File: config.mk
export PLATFORM = sky130hd
export DESIGN_NAME = pipe_skid_stage
export DESIGN_NICKNAME = d
export VERILOG_FILES = /design/src/rtl/riscv_pkg.sv /design/src/rtl/pipe_skid_stage.sv
export SDC_FILE = /design/constraint.sdc
export NUM_CORES = 1
export LEC_CHECK = 0
export BUFFER_PORTS_ARGS = -buffer_cell sky130_fd_sc_hd__buf_4
export CAP_MARGIN = 20
export CORE_UTILIZATION = 30
export CTS_CLUSTER_SIZE = 24
export DETAILED_ROUTE_END_ITERATION = 6
export PLACE_DENSITY = 0.5
export SKIP_LAST_GASP = 1
export SLEW_MARGIN = 20
export SYNTH_ARGS = -nofsm -noshare
export SYNTH_HDL_FRONTEND = slang
export SYNTH_SLANG_ARGS = --single-unit
File: constraint.sdc
create_clock -name clk -period 2.3 [get_ports clk]
set_clock_uncertainty 0.1 [all_clocks]
set_input_delay 0.115 -clock clk [delete_from_list [all_inputs] [get_ports clk]]
set_output_delay 0.115 -clock clk [all_outputs]
set_load 0.01 [all_outputs]
File: src/rtl/riscv_pkg.sv
// ---------------------------------------------------------------------------
// riscv_pkg
// Shared definitions for the pipeline-stage registers.
//   RV32I_NOP       : canonical NOP encoding (addi x0,x0,0), used as the
//                     bubble value whenever a stage holds nothing valid.
//   stage_state_e   : occupancy state of an elastic stage register. The
//                     encoding equals the number of held entries, so it can
//                     be exported directly as an occupancy count.
// ---------------------------------------------------------------------------
package riscv_pkg;

    localparam logic [31:0] RV32I_NOP = 32'h0000_0013;

    typedef enum logic [1:0] {
        EMPTY = 2'd0,
        ONE   = 2'd1,
        FULL  = 2'd2
    } stage_state_e;

endpackage : riscv_pkg

File: src/rtl/pipe_skid_stage.sv
// ---------------------------------------------------------------------------
// pipe_skid_stage
// Two-entry elastic pipeline register (main + skid) between two pipeline
// stages. Forward (valid/data) and backward (ready) paths are both fully
// registered. When nothing valid is held, out_data shows BUBBLE_VALUE.
//
// Ports
//   clk        : rising-edge clock
//   rst_n      : synchronous active-low reset (priority over flush)
//   flush      : synchronous flush, discards all held entries
//   in_valid   : upstream offers in_data
//   in_ready   : stage accepts in_data this cycle (registered)
//   in_data    : upstream payload
//   out_valid  : out_data holds a valid entry (registered)
//   out_ready  : downstream accepts out_data this cycle
//   out_data   : oldest held entry, or BUBBLE_VALUE (registered)
//   count      : number of held entries; equal to the FSM state encoding,
//                so it doubles as the state debug output
//
// Handshake: a transfer happens on a rising edge where valid and ready are
// both high. A producer holding valid=1 keeps its data stable until the
// transfer; ready never depends combinationally on valid in this block.
// ---------------------------------------------------------------------------
module pipe_skid_stage
    import riscv_pkg::*;
#(
    parameter int               WIDTH        = 32,
    parameter logic [WIDTH-1:0] BUBBLE_VALUE = WIDTH'(RV32I_NOP)
) (
    input  logic             clk,
    input  logic             rst_n,
    input  logic             flush,
    input  logic             in_valid,
    output logic             in_ready,
    input  logic [WIDTH-1:0] in_data,
    output logic             out_valid,
    input  logic             out_ready,
    output logic [WIDTH-1:0] out_data,
    output logic [1:0]       count
);

    stage_state_e     state_q, state_d;
    logic [WIDTH-1:0] main_q, main_d;
    logic [WIDTH-1:0] skid_q, skid_d;
    logic             in_ready_q;
    logic             out_valid_q;

    logic in_xfer;
    logic out_xfer;

    assign in_xfer  = in_valid & in_ready_q;
    assign out_xfer = out_valid_q & out_ready;

    // Next-state and datapath steering.
    always_comb begin
        state_d = state_q;
        main_d  = main_q;
        skid_d  = skid_q;

        unique case (state_q)
            EMPTY: begin
                if (in_xfer) begin
                    main_d  = in_data;
                    state_d = ONE;
                end
            end
            ONE: begin
                if (in_xfer && out_xfer) begin
                    main_d = in_data;
                end else if (in_xfer) begin
                    // Downstream stalled while an entry was in flight:
                    // the skid register absorbs it.
                    skid_d  = in_data;
                    state_d = FULL;
                end else if (out_xfer) begin
                    main_d  = BUBBLE_VALUE;
                    state_d = EMPTY;
                end
            end
            FULL: begin
                // in_ready is low here, so only the drain path exists.
                if (out_xfer) begin
                    main_d  = skid_q;
                    state_d = ONE;
                end
            end
            default: begin
                main_d  = BUBBLE_VALUE;
                state_d = EMPTY;
            end
        endcase

        // Flush wins over any same-cycle acceptance; an out_xfer in this
        // cycle has already been sampled by downstream from main_q.
        if (flush) begin
            main_d  = BUBBLE_VALUE;
            state_d = EMPTY;
        end
    end

    always_ff @(posedge clk) begin
        if (!rst_n) begin
            state_q     <= EMPTY;
            main_q      <= BUBBLE_VALUE;
            skid_q      <= BUBBLE_VALUE;
            in_ready_q  <= 1'b1;
            out_valid_q <= 1'b0;
        end else begin
            state_q     <= state_d;
            main_q      <= main_d;
            skid_q      <= skid_d;
            // Registered copies of decoded state so every output is a flop.
            in_ready_q  <= (state_d != FULL);
            out_valid_q <= (state_d != EMPTY);
        end
    end

    assign in_ready  = in_ready_q;
    assign out_valid = out_valid_q;
    assign out_data  = main_q;
    assign count     = state_q;

endmodule : pipe_skid_stage

==> qor.yml, run 1 <==
slew_headroom_pct: 61.48
startpoint: "count[1]"
async_reset_ff_share_pct: 0
netlist_area_um2: 3400
syn_inst: 387
power.net_switching_mw: 0.7259
initial_utilization_pct: 31.09
combPwrFrac_pct: 13.9
ant_nets: 0
numCtsBuffers: 9
crit_path_start_kind: "flip-flop"
power_frac_clock_pct: 43.7
dp_hpwl_mm: 5.743
rsz0062_at_grt: "false"
drt-pass1-iter-count: 4
drc_errors: 0
final_hold_viol_count: 0
num_antenna_cells: 0
ys_seq_elements: 68
synthXorXnorAreaFrac_pct: 0
reg2reg_to: "out_data[15]"
min_path_type: "input pin to flip-flop"
r2r_slack_ps: 550
period_share_pct: 75.90
synthFlopType: "dfxtp_1"
synth_compound_area_share_pct: 19.73
worstPathRequired_ps: 2450
period_needed_ps: 1746
antenna_found_initial: 0
track_usage_pct: 16.70
cts_sinks: 68
cp-endpoint: "out_data[15]"
routedWlPerCell_um: 14.87
cts_root_buf: "clkbuf_16"
path_clk_slew_ps: 60
powerDensity_nw_per_um2: 629.3
place_ws_ps: 577.2
setup_violations: 0
power_mw: 2.921
grt_max_degree: 63
status: "completed"
dieHeight_um: 108.5
mostFrequentLayoutCells: "83 x buf_4, 66 x dfxtp_1, 57 x mux2i_1"
yosys_warnings: 0
clk_latency_ps: 330
syn-num-nets: 424
io_pins: 73
rr_worst_depth: 5
setup_ws_ps: 554.4
synthSimpleGateAreaFrac_pct: 14.87
arrival_ps: 1900
drt_iter0_markers: 102
syn_to_final_growth_pct: 36.55
max_freq_ghz: 0.5729
synth_cell_types: 32
ys_seq_area_share_pct: 40.04
tightest_slew_ps: 577.8
muxShareOfSynthArea_pct: 16.78
fp-row-count: 38
synth_top_family_by_area: "compound AO/OA/AOI/OAI gates"
internal_power_mw: 2.195
leakage_nw: 1.780
final_common_cell: "buf_4"
worst_r2r_startpoint: "count[1]"
cts_setup_buffers: 0
grt_pass1_wl_mm: 14.86
io_buffers: 72
gp_congestion: 0.7427
tns_ps: 0
synth_edf_count: 0
avgSynthCellArea_um2: 8.784
avgViaCountPerCell: 4.862
die_w_um: 108.5
drt-total-wl_mm: 9.294
cap_violations: 0
yosys.area_share.adder_pct: 0
fin_util_pct: 42.45
drive_gt1_share_pct: 21.86
clock_path_buffers: 2
cts_tree: "yes"
vias: 3039
crit_type: "flip-flop to flip-flop"
nets: 518
vdd_drop_max_uv: 251.4
core-area_um2: 10940
cp_max_fo: 19
dieArea_um2: 11760
seqPwrFrac_pct: 42.3
grt_overflow: 0
endpoint_kind: "flip-flop"
power.share.switching_pct: 24.85
drv_slew: 0
htreeDepth: 3
grt_pass1_vias: 2868
[sequential cells by signal, indices dropped and copies added (netlist names)]
signal	count
skid_q	32
in_ready	1
out_data	32
count	2
out_valid	1
[synthesized netlist by cell type (all sizes together), types with 3 or more instances]
cell | count | area share (%)
a21o | 4 | 0.88
a21oi | 37 | 5.4
nand2b | 6 | 1.3
clkbuf | 16 | 1.8
buf | 18 | 3.9
mux2i | 57 | 17
or4 | 3 | 0.66
o21ai | 34 | 5.0
o32ai | 25 | 6.4
nor2 | 13 | 1.4
nand2 | 35 | 3.9
nor2b | 31 | 5.7
dfxtp | 68 | 40
inv | 26 | 2.9
o21bai | 3 | 0.66
[layer usage]
layer | wire (um) | vias to the layer above | global-route usage [%]
li1 | - | 1540 | -
met1 | 4681 | 1404 | 22.87
met2 | 3967 | 81 | 25.00
met3 | 439 | 14 | 3.014
met4 | 206 | 0 | 8.398
met5 | 0 | - | 0
[critical path, stage by stage, from the launching register on]
cell and delay, ps:
dfxtp_4 440, and3b_1 230, a211oi_4 330, buf_4 320, o21ai_1 90, a21oi_1 140
[cells by family after synthesis]
| family | after synthesis |
|---|---|
| flops | 68 |
| compound gates | 107 |
| mux | 57 |
| buf+inv | 60 |
| simple gates | 95 |
[power groups by stage]
stage,Combinational (mW),Clock [mW],Sequential (mW)
final,0.407,1.28,1.24
after global routing,0.447,1.36,1.24
after global placement,0.361,0,1.26
after floorplan,0.213,0,1.26
after CTS,0.410,1.31,1.24
after detailed placement,0.366,0,1.26
[what timing repair did]
| action | 4_1_cts | 5_1_grt |
|---|---|---|
| resized for setup | 0 | 0 |
| hold buffers | 32 | 0 |
| hold endpoints to repair | 32 | 0 |
[cell type report]
type | count | area, um^2
Tap cell | 140 | 175.2
Sequential cell | 68 | 1366
Clock inverter | 2 | 10.01
Multi-Input combinational cell | 259 | 1749
Inverter | 26 | 97.59
Fill cell | 1126 | 6294
Clock buffer | 13 | 260.3
Timing Repair Buffer | 117 | 983.4
[metrics by stage]
| stage | instances | hold slack, ps | cell area [um^2] |
|---|---|---|---|
| floorplan | 387 | 143.2 | 3400 |
| global placement | 578 | 248.4 | 4051 |
| detailed placement | 578 | 253.6 | 4051 |
| CTS | 625 | 35.34 | 4642 |
| global route | 625 | 43.24 | 4642 |
| finish | 625 | 33.17 | 4642 |
[worst min path at each step]
stage               cells after the start        from  slack, ps        end
CTS                                     2       rst_n         40  skid_q[0]
global route                            2       rst_n         40  skid_q[1]
global placement                        3  in_data[4]        250  skid_q[4]
floorplan                               1       rst_n        140  skid_q[2]
finish                                  2       rst_n         30  skid_q[0]
detailed placement                      3  in_data[4]        250  skid_q[4]
(Power assumes the default switching activity.)
==> run 2, diff against run 1 <==
Settings changed: PLACE_DENSITY 0.5 to 0.52.
Clock period 2.3 ns to 1.6 ns, I/O delays scaled along.
==> run 2 against run 1 <==
Compared with the run above: routed wire length is 1.7% higher; worst setup slack worse by 530 ps; combinational power is 59% higher; final area is 7.0% higher; global-route usage is 0.18 points lower; clock-buffer cell count is 2 lower; sequential share of layout area is 1.7 points lower; critical path depth stayed put; critical path type unchanged; largest power group unchanged.
==> qor.yml, run 2 (same netlist as run 1, synthesis figures left out) <==
status: "completed"
numCtsBuffers: 9  # unchanged
slew_headroom_pct: 78.15  # +17 points
slowest_delay_ps: 350  # -90 ps
ant_nets: 0  # unchanged
final_common_cell: "buf_4"
leakage_nw: 1.927  # +8.2%
endpoint_kind: "flip-flop"
io_buffers: 72  # unchanged
htreeDepth: 3  # unchanged
top_usage_layer: "met2"
drive_gt1_share_pct: 25.40  # +3.5 points
seqPwrFrac_pct: 38.3  # -4.0 points
grt_max_degree: 36  # -43%
crit_type: "flip-flop to flip-flop"
grt_util_met2_pct: 26.49  # +1.5 points
clk_latency_ps: 330  # about the same
routedWlPerCell_um: 14.77  # -0.66%
hold_path_end: "count[0]"
worst_r2r_startpoint: "out_valid"
cts_sinks: 68  # unchanged
cp_max_fo: 21  # +2
drv_slew: 0  # unchanged
reg2reg_to: "out_data[0]"
worstPathRequired_ps: 1720  # -730 ps
drt_iter0_markers: 115  # +13%
mostFrequentLayoutCells: "86 x buf_4, 64 x dfxtp_1, 57 x mux2i_1"
combPwrFrac_pct: 14.0  # about the same
core-area_um2: 10940  # unchanged
die_w_um: 108.5  # unchanged
antenna_found_initial: 0  # unchanged
cap_violations: 0  # unchanged
fin_util_pct: 45.41  # +3.0 points
num_antenna_cells: 0  # unchanged
max_freq_ghz: 0.6352  # +11%
fillCellCount: 1072  # -4.8%
min_path_type: "input pin to flip-flop"
use_met3_pct: 3.858  # +0.84 points
internal_power_mw: 3.528  # +61%
grt_pass1_wl_mm: 14.91  # +0.37%
drt-pass1-iter-count: 5  # +1
power.share.switching_pct: 23.68  # -1.2 points
period_needed_ps: 1574  # -171.4 ps
vdd_drop_max_uv: 422.5  # +68%
r2r_slack_ps: 30  # -530 ps
clock_path_buffers: 2  # unchanged
power.net_switching_mw: 1.095  # +51%
cpMaxStageDelayCell: "dfxtp_4"
grt_overflow: 0  # unchanged
power_frac_clock_pct: 47.7  # +4.0 points
tightest_slew_ps: 326.3  # -251.4 ps
track_usage_pct: 16.53  # -0.18 points
final_hold_viol_count: 0  # unchanged
dp_hpwl_mm: 5.982  # +4.2%
path_clk_slew_ps: 50  # about the same
stdcell_area_um2: 4966  # +7.0%
rsz0062_at_grt: "true"
avgViaCountPerCell: 4.878  # +0.32%
setup_violations: 0  # unchanged
vias: 3122  # +2.7%
dieHeight_um: 108.5  # unchanged
tns_ps: 0  # unchanged
grt_pass1_vias: 2978  # +3.8%
dp.cells: 585  # +1.2%
grt.met1_usage_pct: 21.68  # -1.2 points
drt-total-wl_mm: 9.454  # +1.7%
cts_root_buf: "clkbuf_16"
hold_depth: 3  # +1
drc_errors: 0  # unchanged
fin_cells: 640  # +2.4%
hp-start: "out_ready"
gp_congestion: 0.7559  # +1.8%
worstPathCellList: "and2_4 > a211oi_4 > buf_8 > o21bai_1 > a21o_1"
dpl_cell_area_um2: 4143  # +2.3%
powerDensity_nw_per_um2: 930.8  # +48%
dieArea_um2: 11760  # unchanged
period_share_pct: 98.39  # +22 points
cts_tree: "yes"
syn_to_final_growth_pct: 46.08
fp-row-count: 38  # unchanged
arrival_ps: 1700  # -200 ps
rr_worst_depth: 5  # unchanged
io_pins: 73  # unchanged
initial_utilization_pct: 31.09  # unchanged
nets: 532  # +2.7%
crit_path_start_kind: "flip-flop"
==> run 2: changes by cell type in the layout (fill, tap and decap cells not counted), moves of 3 or more <==
cell,previous run,this run
buf_4,83,86
dfxtp_4,1,4
clkbuf_16,9,12
buf_12,2,5
==> run 2: per-layer routing <==
metal,up-vias,share of wire (%)
met5,-,0
met4,0,0.85
met3,8,5.5
met2,77,46
met1,1470,48
li1,1567,-
==> run 2: power by group through the flow <==
stage,Combinational [mW],Sequential (mW),Clock (mW)
final,0.646,1.77,2.20
after global routing,0.709,1.78,2.34
after CTS,0.616,1.78,2.26
after detailed placement,0.551,1.81,0
after global placement,0.545,1.81,0
after floorplan,0.306,1.82,0
==> run 2: critical path, delay by kind of cell (launching register included) <==
kind                   cells  cell delay [ps]
buffers and inverters      1              230
and+or+nand+nor            1              180
AOI/OAI and AO/OA          3              600
DFF                        1              350
==> run 2: worst max path at each step <==
stage / from / endpoint / slack, ps
after floorplan: count[1] / out_data[4] / -30
after global placement: in_ready / out_data[0] / 10
after detailed placement: in_ready / out_data[0] / -40
after CTS: out_valid / out_data[0] / 3
after global routing: out_valid / out_data[0] / -40
final: out_valid / out_data[0] / 30
==> run 2: layout make-up <==
| class | count | area, um^2 | area share (%) |
|---|---|---|---|
| flip-flops and latches | 68 | 1376 | 27.71 |
| inverters | 26 | 97.59 | 1.965 |
| multi-input cells | 259 | 1764 | 35.53 |
| well taps | 140 | 175.2 | 3.527 |
| clock buffers | 11 | 252.7 | 5.089 |
| repair buffers | 131 | 1216 | 24.49 |
| clock inverters | 5 | 83.83 | 1.688 |
==> run 2: stage by stage <==
step | hold WS, ps | power [mW] | setup slack [ps]
floorplan | 108.2 | 2.124 | -30.93
global placement | 220.6 | 2.356 | 10.21
finish | 29.08 | 4.622 | 25.74
global route | 43.36 | 4.830 | -38.02
detailed placement | 229.0 | 2.363 | -44.79
CTS | 4.827 | 4.652 | 3.483
==> run 2: timing repair <==
item,CTS,global route
gates cloned,0,3
pin swaps,1,3
hold buffers,33,0
endpoints found under the hold margin,33,0
endpoints found under the setup margin,5,32
buffers inserted,0,3
gates resized for setup,3,13
==> run 3, diff against run 2 <==
Settings changed: BUFFER_PORTS_ARGS -buffer_cell sky130_fd_sc_hd__buf_4 to -buffer_cell sky130_fd_sc_hd__buf_2.
==> run 3 against run 2 <==
Compared with the run above: sequential cell count unchanged; fmax down 0.36%; non-clock buffer count down 6; critical path type unchanged; highest routed layer unchanged; power down 1.4%; final area down 6.6%; core utilization down 3.0 points; global-route usage down 0.62 points; register-to-register slack about the same; clock-buffer cell count unchanged.
==> qor.yml, run 3 (same netlist as run 1, synthesis figures left out) <==
reg2reg_to: "out_data[4]"
grt_overflow: 0  # unchanged
clock_path_buffers: 2  # unchanged
htreeDepth: 3  # unchanged
routedWlPerCell_um: 14.56  # -1.5%
final_hold_viol_count: 0  # unchanged
fp-row-count: 38  # unchanged
status: "completed"
rr_worst_depth: 4  # -1
cap_violations: 0  # unchanged
hold_depth: 3  # unchanged
powerDensity_nw_per_um2: 982.0  # +5.5%
crit_path_start_kind: "flip-flop"
hold_ws_ps: 33.43  # +4.347 ps
cts_root_buf: "clkbuf_16"
io_buffers: 72  # unchanged
clk_latency_ps: 330  # about the same
crit_type: "flip-flop to flip-flop"
period_share_pct: 98.75  # +0.35 points
cts_sinks: 68  # unchanged
final_common_cell: "buf_2"
avgViaCountPerCell: 4.852  # -0.54%
grt_pass1_wl_mm: 14.22  # -4.6%
vias: 3076  # -1.5%
num_antenna_cells: 0  # unchanged
cp_max_fo: 6  # -71%
worstPathRequired_ps: 1720  # about the same
fin_util_pct: 42.44  # -3.0 points
dp_hpwl_mm: 6.109  # +2.1%
numCtsBuffers: 9  # unchanged
drt-pass1-iter-count: 4  # -1
r2r_slack_ps: 20  # about the same
max_freq_ghz: 0.6329  # -0.36%
hold_path_end: "count[0]"
endpoint_kind: "flip-flop"
stdcell_area_um2: 4641  # -6.6%
tightest_slew_ps: 340.5  # +14.15 ps
drt-total-wl_mm: 9.228  # -2.4%
vdd_drop_max_uv: 490.2  # +16%
tns_ps: 0  # unchanged
dieHeight_um: 108.5  # unchanged
grt_max_degree: 36  # unchanged
initial_utilization_pct: 31.09  # unchanged
rsz0062_at_grt: "true"
setup_violations: 0  # unchanged
path_clk_slew_ps: 60  # about the same
worst_r2r_startpoint: "count[1]"
arrival_ps: 1700  # about the same
drt_iter0_markers: 125  # +8.7%
dieArea_um2: 11760  # unchanged
track_usage_pct: 15.91  # -0.62 points
cts_tree: "yes"
io_pins: 73  # unchanged
min_path_type: "input pin to flip-flop"
ant_nets: 0  # unchanged
antenna_found_initial: 0  # unchanged
slew_headroom_pct: 77.23  # -0.92 points
syn_to_final_growth_pct: 36.51
power_mw: 4.557  # -1.4%
mostFrequentLayoutCells: "72 x buf_2, 64 x dfxtp_1, 57 x mux2i_1"
hp-start: "out_ready"
leakage_nw: 1.822  # -5.4%
gp_congestion: 0.7745  # +2.5%
grt_pass1_vias: 2808  # -5.7%
period_needed_ps: 1580  # +5.679 ps
drv_slew: 0  # unchanged
dpl_cell_area_um2: 3963  # -4.3%
die_w_um: 108.5  # unchanged
core-area_um2: 10940  # unchanged
drc_errors: 0  # unchanged
nets: 526  # -1.1%
drive_gt1_share_pct: 24.29  # -1.1 points
[run 3: cell types whose count changed in the layout (fill, tap and decap cells not counted), moves of 2 or more]
cell,delta
buf_4,-72
clkbuf_16,-3
buf_2,+72
dfxtp_4,-2
dfxtp_2,+2
[run 3: cell type report]
class	instances	area, um^2
Clock buffer	11	252.7
Sequential cell	68	1371
Inverter	26	97.59
Tap cell	140	175.2
Multi-Input combinational cell	259	1752
Fill cell	1086	6295
Clock inverter	5	83.83
Timing Repair Buffer	125	908.4
[run 3: layer usage]
metal  GRT usage, %  share of wire (%)
met1          21.24                 50
met2          25.54                 45
met3          3.255                3.4
met5              0                  0
met4          5.019                1.3
[run 3: metrics by stage]
| step | setup slack, ps | std cells |
|---|---|---|
| floorplan | -30.93 | 387 |
| global placement | 32.56 | 585 |
| detailed placement | -4.930 | 585 |
| CTS | 19.18 | 634 |
| global route | -19.08 | 634 |
| finish | 20.06 | 634 |
[run 3: report_power, final]
part	leakage [nW]	switching (mW)	total, mW	internal, mW
Clock	0.158	0.754	2.21	1.45
Combinational	1.11	0.303	0.580	0.277
Sequential	0.553	0.0300	1.77	1.74
Total	1.82	1.09	4.56	3.47
[run 3: how the worst max path moves through the flow]
stage	startpoint	to	slack [ps]	depth (start not counted)
2_1_floorplan	count[1]	out_data[4]	-30	5
6_report	count[1]	out_data[4]	20	4
3_3_place_gp	in_ready	skid_q[6]	30	5
3_5_place_dp	in_ready	out_data[4]	-5	4
4_1_cts	count[1]	out_data[4]	20	4
5_1_grt	count[1]	out_data[26]	-20	7
[run 3: worst max-delay path, stage by stage, from the launching register on]
cell	delay (ps)
dfxtp_4	370
and3b_2	260
a211oi_4	60
or4_1	530
a21o_1	170
[run 3: what timing repair did]
item                                    4_1_cts  5_1_grt
endpoints found under the setup margin        2       25
buffers inserted                              1        0
gates resized for setup                       1        6
pin swaps                                     1        0
endpoints found under the hold margin        32        0
hold buffers                                 32        0
